[src/rtl/spi_pkg.sv]
// Shared types and constants for the SPI register peripheral.
package spi_pkg;

    localparam int unsigned FRAME_BITS     = 16;
    localparam int unsigned NUM_REGS       = 5;
    localparam int unsigned ADDR_W         = 7;
    localparam int unsigned DATA_W         = 8;
    localparam int unsigned CNT_W          = 5;
    localparam int unsigned READ_LOAD_BITS = 8;

    localparam logic [ADDR_W-1:0] ADDR_EN_OUT_LO = 7'h00;
    localparam logic [ADDR_W-1:0] ADDR_EN_OUT_HI = 7'h01;
    localparam logic [ADDR_W-1:0] ADDR_EN_PWM_LO = 7'h02;
    localparam logic [ADDR_W-1:0] ADDR_EN_PWM_HI = 7'h03;
    localparam logic [ADDR_W-1:0] ADDR_DUTY      = 7'h04;

    typedef enum logic [2:0] {
        IDLE,
        RECV,
        FULL,
        OVERRUN,
        WAIT_IDLE
    } state_e;

    typedef struct packed {
        logic              rw;
        logic [ADDR_W-1:0] addr;
        logic [DATA_W-1:0] data;
    } frame_t;

endpackage

[src/rtl/spi_sync.sv]
// Two-flop synchronizer for one asynchronous input with a configurable idle level.
module spi_sync #(
    parameter logic RST_VAL = 1'b0
) (
    input  logic clk,
    input  logic rst,
    input  logic d,
    output logic q
);

    logic meta_q, meta_d;
    logic sync_q, sync_d;

    always_comb begin
        meta_d = d;
        sync_d = meta_q;
    end

    always_ff @(posedge clk) begin
        if (rst) begin
            meta_q <= RST_VAL;
            sync_q <= RST_VAL;
        end else begin
            meta_q <= meta_d;
            sync_q <= sync_d;
        end
    end

    assign q = sync_q;

endmodule

[src/rtl/spi_peripheral.sv]
// SPI mode-0 write-register peripheral driving the PWM block configuration.
// Define SPI_READBACK_EN to enable register reads over cipo.
module spi_peripheral
    import spi_pkg::*;
(
    input  logic       clk,
    input  logic       rst,
    input  logic       sclk,
    input  logic       copi,
    input  logic       ncs,
    output logic       cipo,
    output logic [7:0] en_reg_out_7_0,
    output logic [7:0] en_reg_out_15_8,
    output logic [7:0] en_reg_pwm_7_0,
    output logic [7:0] en_reg_pwm_15_8,
    output logic [7:0] pwm_duty_cycle,
    output logic       txn_done
);

    localparam logic [1:0] SETTLE_CYCLES = 2'd2;

    logic sclk_s, copi_s, ncs_s;

    spi_sync #(.RST_VAL(1'b0)) u_sync_sclk (.clk(clk), .rst(rst), .d(sclk), .q(sclk_s));
    spi_sync #(.RST_VAL(1'b0)) u_sync_copi (.clk(clk), .rst(rst), .d(copi), .q(copi_s));
    spi_sync #(.RST_VAL(1'b1)) u_sync_ncs  (.clk(clk), .rst(rst), .d(ncs),  .q(ncs_s));

    state_e                              state_q, state_d;
    logic [CNT_W-1:0]                    cnt_q, cnt_d;
    logic [FRAME_BITS-1:0]               shift_q, shift_d;
    logic [NUM_REGS-1:0][DATA_W-1:0]     regs_q, regs_d;
    logic                                sclk_prev_q, sclk_prev_d;
    logic                                ncs_prev_q, ncs_prev_d;
    logic [1:0]                          settle_q, settle_d;
    logic                                txn_done_q, txn_done_d;
    logic                                sclk_rise, ncs_rise, ncs_fall;
    frame_t                              frame;

`ifdef SPI_READBACK_EN
    logic [DATA_W-1:0] out_shift_q, out_shift_d;
    logic [DATA_W-1:0] rd_data;
    logic [ADDR_W-1:0] rd_addr;
    logic              rd_req;
    logic              sclk_fall;

    assign sclk_fall = ~sclk_s & sclk_prev_q;
    // Header byte as it will stand once the 8th bit is shifted in.
    assign rd_req    = ~shift_q[READ_LOAD_BITS-2];
    assign rd_addr   = {shift_q[ADDR_W-2:0], copi_s};

    always_comb begin
        rd_data = '0;
        case (rd_addr)
            ADDR_EN_OUT_LO: rd_data = regs_q[0];
            ADDR_EN_OUT_HI: rd_data = regs_q[1];
            ADDR_EN_PWM_LO: rd_data = regs_q[2];
            ADDR_EN_PWM_HI: rd_data = regs_q[3];
            ADDR_DUTY:      rd_data = regs_q[4];
            default:        rd_data = '0;
        endcase
    end
`endif

    assign sclk_rise = sclk_s & ~sclk_prev_q;
    assign ncs_rise  = ncs_s & ~ncs_prev_q;
    assign ncs_fall  = ~ncs_s & ncs_prev_q;
    assign frame     = frame_t'(shift_q);

    // Next-state, datapath and commit logic; ncs edges take priority over sclk.
    always_comb begin
        state_d     = state_q;
        cnt_d       = cnt_q;
        shift_d     = shift_q;
        regs_d      = regs_q;
        txn_done_d  = 1'b0;
        sclk_prev_d = sclk_s;
        ncs_prev_d  = ncs_s;
        settle_d    = (settle_q == SETTLE_CYCLES) ? settle_q : settle_q + 2'd1;
`ifdef SPI_READBACK_EN
        out_shift_d = out_shift_q;
        // MSB is held through the first fall so the controller samples it on bit 8.
        if (sclk_fall && (cnt_q > CNT_W'(READ_LOAD_BITS)))
            out_shift_d = {out_shift_q[DATA_W-2:0], 1'b0};
`endif

        case (state_q)
            WAIT_IDLE: begin
                if ((settle_q == SETTLE_CYCLES) && ncs_s)
                    state_d = IDLE;
            end
            IDLE: begin
                if (ncs_fall) begin
                    state_d = RECV;
                    cnt_d   = '0;
                    shift_d = '0;
                end
            end
            RECV: begin
                if (ncs_rise) begin
                    state_d = IDLE;
                end else if (sclk_rise) begin
                    shift_d = {shift_q[FRAME_BITS-2:0], copi_s};
                    cnt_d   = cnt_q + CNT_W'(1);
                    if (cnt_q == CNT_W'(FRAME_BITS - 1))
                        state_d = FULL;
`ifdef SPI_READBACK_EN
                    if ((cnt_q == CNT_W'(READ_LOAD_BITS - 1)) && rd_req)
                        out_shift_d = rd_data;
`endif
                end
            end
            FULL: begin
                if (ncs_rise) begin
                    state_d = IDLE;
                    if (frame.rw) begin
                        txn_done_d = 1'b1;
                        case (frame.addr)
                            ADDR_EN_OUT_LO: regs_d[0] = frame.data;
                            ADDR_EN_OUT_HI: regs_d[1] = frame.data;
                            ADDR_EN_PWM_LO: regs_d[2] = frame.data;
                            ADDR_EN_PWM_HI: regs_d[3] = frame.data;
                            ADDR_DUTY:      regs_d[4] = frame.data;
                            default:        ;
                        endcase
                    end
`ifdef SPI_READBACK_EN
                    else begin
                        txn_done_d = 1'b1;
                    end
`endif
                end else if (sclk_rise) begin
                    state_d = OVERRUN;
                end
            end
            OVERRUN: begin
                if (ncs_rise)
                    state_d = IDLE;
            end
            default: state_d = WAIT_IDLE;
        endcase

`ifdef SPI_READBACK_EN
        if (state_d == IDLE)
            out_shift_d = '0;
`endif
    end

    // Reset always lands in WAIT_IDLE so a frame already in flight is never joined.
    always_ff @(posedge clk) begin
        if (rst) begin
            state_q     <= WAIT_IDLE;
            cnt_q       <= '0;
            shift_q     <= '0;
            regs_q      <= '0;
            sclk_prev_q <= 1'b0;
            ncs_prev_q  <= 1'b1;
            settle_q    <= '0;
            txn_done_q  <= 1'b0;
`ifdef SPI_READBACK_EN
            out_shift_q <= '0;
`endif
        end else begin
            state_q     <= state_d;
            cnt_q       <= cnt_d;
            shift_q     <= shift_d;
            regs_q      <= regs_d;
            sclk_prev_q <= sclk_prev_d;
            ncs_prev_q  <= ncs_prev_d;
            settle_q    <= settle_d;
            txn_done_q  <= txn_done_d;
`ifdef SPI_READBACK_EN
            out_shift_q <= out_shift_d;
`endif
        end
    end

`ifdef SPI_READBACK_EN
    assign cipo = out_shift_q[DATA_W-1];
`else
    assign cipo = 1'b0;
`endif

    assign en_reg_out_7_0  = regs_q[0];
    assign en_reg_out_15_8 = regs_q[1];
    assign en_reg_pwm_7_0  = regs_q[2];
    assign en_reg_pwm_15_8 = regs_q[3];
    assign pwm_duty_cycle  = regs_q[4];
    assign txn_done        = txn_done_q;

endmodule

[config.mk]
export PLATFORM = sky130hd
export DESIGN_NAME = spi_peripheral
export DESIGN_NICKNAME = d
export VERILOG_FILES = /design/src/rtl/spi_pkg.sv /design/src/rtl/spi_sync.sv /design/src/rtl/spi_peripheral.sv
export SDC_FILE = /design/constraint.sdc
export NUM_CORES = 1
export LEC_CHECK = 0
export BUFFER_PORTS_ARGS = -buffer_cell sky130_fd_sc_hd__buf_2
export CAP_MARGIN = 20
export CORE_AREA = 10 10 65 108
export CTS_BUF_LIST = sky130_fd_sc_hd__clkbuf_8 sky130_fd_sc_hd__clkbuf_16
export DETAILED_ROUTE_END_ITERATION = 8
export DIE_AREA = 0 0 75 118
export PLACE_DENSITY = 0.88
export SYNTH_ARGS = -nofsm -noshare
export SYNTH_HDL_FRONTEND = slang
export SYNTH_SLANG_ARGS = --single-unit
[constraint.sdc]
create_clock -name clk -period 1.6 [get_ports clk]
set_input_delay 0.24 -clock clk [delete_from_list [all_inputs] [get_ports clk]]
set_output_delay 0.24 -clock clk [all_outputs]
set_load 0.02 [all_outputs]
==> results.md <==
* Status: finished clean
* Num ports at 47
* Yosys top cell by area: dfxtp_1
* Number of flops mapped to enable cells by yosys at 0
* Total die area at 8850 µm²
* Reg-to-reg setup timing slack at 0.06 ns
* Starting Density at 0.538
* Synthesized cell area at 2800 µm²
* Most used DFF post-synth: dfxtp_1
* Post-route ant nets at 0
* Global-route wire length before repair at 10000 µm
* Antenna Cells at 0
* Post-Synth XOR/XNOR Area at 0.00313
* Cell chosen for the clock root: clkbuf_8
* WL/cell at 16.7 µm
* Area of the core at 5210 µm²
* All-Layer GR Usage at 0.146
* DRC at 0
* Worst path buffer plus inverter count at 1
* Tot Pwr at 3.44 mW
* FF+latch area at 1510 µm²
* Top cell type's share of synthesized area at 0.536
* Class of the worst hold path: input port to register
* Area of the multi-input gates at 1270 µm²
* Post-synthesis simple-gate area fraction at 0.177
* Flops & latches, synth at 75
* CP arrival at 1.82 ns
* Pin count of the biggest net entering global routing at 31
* CTS Sinks at 75
* Post-detail-place hpwl at 4460 µm
* Synth top cells by count: dfxtp_1, nor2_1, mux2i_1
* Post-synthesis sequential area ratio at 0.536
* Final Hold Viols at 0
* Req. time, crit path at 1.89 ns
* Max Slew Vio Count at 0
* Synth-to-Final Area Change at 20.9%
* Pleak at 1.72 nW
* Post-Synthesis Cells at 255
* Die width at 75 µm
* # setup viols final at 0
* Max incr delay on CP at 0.36 ns
* Syn_nets at 263
* CP Capture Type: register
* Layout Utilization at 0.650
* Vias per cell at 5.57
* Clock period minus worst slack at 1.54 ns
* 1st-pass router iterations at 4
* Synth Area in Compound Gates at 0.0871
* Routed Wire Length at 6210 µm
* RSZ-0062 raised after global routing: true
* Vias in the first global route at 2116
* CTS tree: yes
* Critical-path top delay cell: mux2_2
* Vias at 2066
* Dominant cell by count in the synthesized netlist: dfxtp_1
* CP startpoint kind: register
* RePlAce Congestion at 0.755
* Crit-path cells: and2b_1 -> buf_4 -> nor3_1 -> mux2_2 -> a21oi_1
* Global route total overflow at 0
* Post-Synth Adder-Cell Area at 0.0134
* Fin Hold WS at 0.0728 ns
* Max Cap Violations at 0
* Setup_tns at 0 ns
* Row cnt at 35
* Crit share post-route at 0.960
* Delay-heaviest family, CP: simple AND/OR/NAND/NOR gates
* Synth unique cells at 41
* Synth Area per Inst at 11.0 µm²
* Share of flip-flops with an asynchronous set or reset at 0
* Htree depth at 3
* CTS buffer count at 9
* Largest family of logic cells by synthesized area: simple AND/OR/NAND/NOR gates
* Clk_lat worst skew at 0.36 ns
* Mux contribution to synthesized area at 0.151
* # nets final at 319
* Area contributors post-synth: dfxtp_1, mux2i_1, nor2_1, a22o_2, a22o_1
* Fin Clk Skew at 0.0106 ns
* FMAX at 651 MHz
* Fillers at 406
* Max IR drop VDD at 766 µV
* Pwr Density at 1020 nW/µm²
* First DRT Iteration DRCs at 74
* Synth Warn # at 0
* Die H at 118 µm
* Share of post-route cells with drive strength above 1 at 0.342
* Worst Path Max Fanout at 9
* Initial antenna violation count at 0
* PortBufs at 45
* Crit Path Class: register to register
* Clock Path Buffers at 2
* Clock-pin slew on the worst setup and hold paths at 0.08 ns
-- path summary, 6_finish.rpt --
kind	start	to	cells past startpoint
worst max-delay path	ncs_prev_q$_SDFF_PP1_	cnt_q[3]$_SDFFE_PP0P_	5
worst min-delay path	ncs	u_sync_ncs.meta_q$_SDFF_PP1_	2
worst max register to register	ncs_prev_q$_SDFF_PP1_	cnt_q[3]$_SDFFE_PP0P_	5
worst min register to register	u_sync_ncs.meta_q$_SDFF_PP1_	u_sync_ncs.q$_SDFF_PP1_	1
-- per-layer routing --
layer	track usage	vias to the layer above	wire length, µm
met1	0.148	1003	2340
met3	0.0414	14	249
li1	-	1010	-
met2	0.251	39	3450
met4	0.0810	0	167
met5	0	-	0
-- registers in the layout (all words and copies together) (netlist names) --
| name | cells |
|---|---|
| u_sync_ncs.q | 1 |
| en_reg_pwm_15_8 | 8 |
| txn_done | 1 |
| en_reg_out_7_0 | 8 |
| u_sync_copi.meta_q | 1 |
| u_sync_sclk.meta_q | 1 |
| en_reg_pwm_7_0 | 8 |
| u_sync_copi.q | 1 |
| u_sync_ncs.meta_q | 1 |
| pwm_duty_cycle | 8 |
| frame | 16 |
| ncs_prev_q | 1 |
| settle_q | 2 |
| state_q | 3 |
| en_reg_out_15_8 | 8 |
| u_sync_sclk.q | 1 |
| sclk_prev_q | 1 |
| cnt_q | 5 |
-- cells by family (layout without fill, tap and decap cells) --
logic type	after synthesis	in the layout
fa+ha+maj	3	3
other cells	1	1
simple gates	89	89
mux	42	42
xor+xnor	1	1
flops	75	75
compound gates	29	29
buf+inv	15	76
-- power breakdown --
group          switching [mW]  leakage, nW  internal [mW]  total (mW)
Clock                   0.724       0.0872          0.569        1.29
Sequential             0.0304        0.606           1.91        1.94
Combinational           0.122         1.02         0.0858       0.208
Total                   0.876         1.72           2.56        3.44
-- what timing repair did --
item / 4_1_cts / 5_1_grt
endpoints found under the setup margin: 20 / 32
pin swaps: 0 / 1
setup buffers: 0 / 0
resized for setup: 1 / 13
hold buffers: 0 / 0
-- stage by stage --
| step | std cells | setup WS, ns | cell area (µm²) |
|---|---|---|---|
| floorplan | 255 | 0.135 | 2800 |
| global placement | 355 | 0.0138 | 3140 |
| detailed placement | 355 | -0.0491 | 3140 |
| CTS | 371 | -0.00429 | 3330 |
| global route | 371 | -0.0662 | 3390 |
| finish | 371 | 0.0634 | 3390 |
-- cell usage in the layout (no fill, tap or decap), types with 2 or more instances in the layout --
| master | instances |
|---|---|
| a21oi_1 | 3 |
| a22o_1 | 9 |
| a22o_2 | 9 |
| buf_12 | 3 |
| buf_2 | 45 |
| buf_4 | 8 |
| clkbuf_8 | 9 |
| clkinv_4 | 3 |
| clkinvlp_4 | 2 |
| dfxtp_1 | 71 |
| dfxtp_2 | 4 |
| ha_1 | 3 |
| inv_1 | 5 |
| mux2_2 | 2 |
| mux2i_1 | 40 |
| nand2_1 | 5 |
| nand3_1 | 3 |
| nand4_2 | 3 |
| nand4_4 | 2 |
| nor2_1 | 48 |
| nor2b_1 | 7 |
| nor4b_2 | 2 |
| o21ai_0 | 2 |
| or2_2 | 4 |
-- worst reg2reg max path: cells and delay by family, from the launching register on --
kind	cells	cell delay, ns
flops	1	0.35
simple gates	2	0.45
compound gates	1	0.13
buf+inv	1	0.20
mux	1	0.36
-- final cells by class --
| class | count | area share |
|---|---|---|
| Tap cell | 55 | 0.0203 |
| Sequential cell | 75 | 0.445 |
| Inverter | 4 | 0.00443 |
| Multi-Input combinational cell | 165 | 0.376 |
| Clock buffer | 9 | 0.0366 |
| Clock inverter | 7 | 0.0159 |
| Timing Repair Buffer | 56 | 0.102 |
Power figures use the tool's default switching activity.
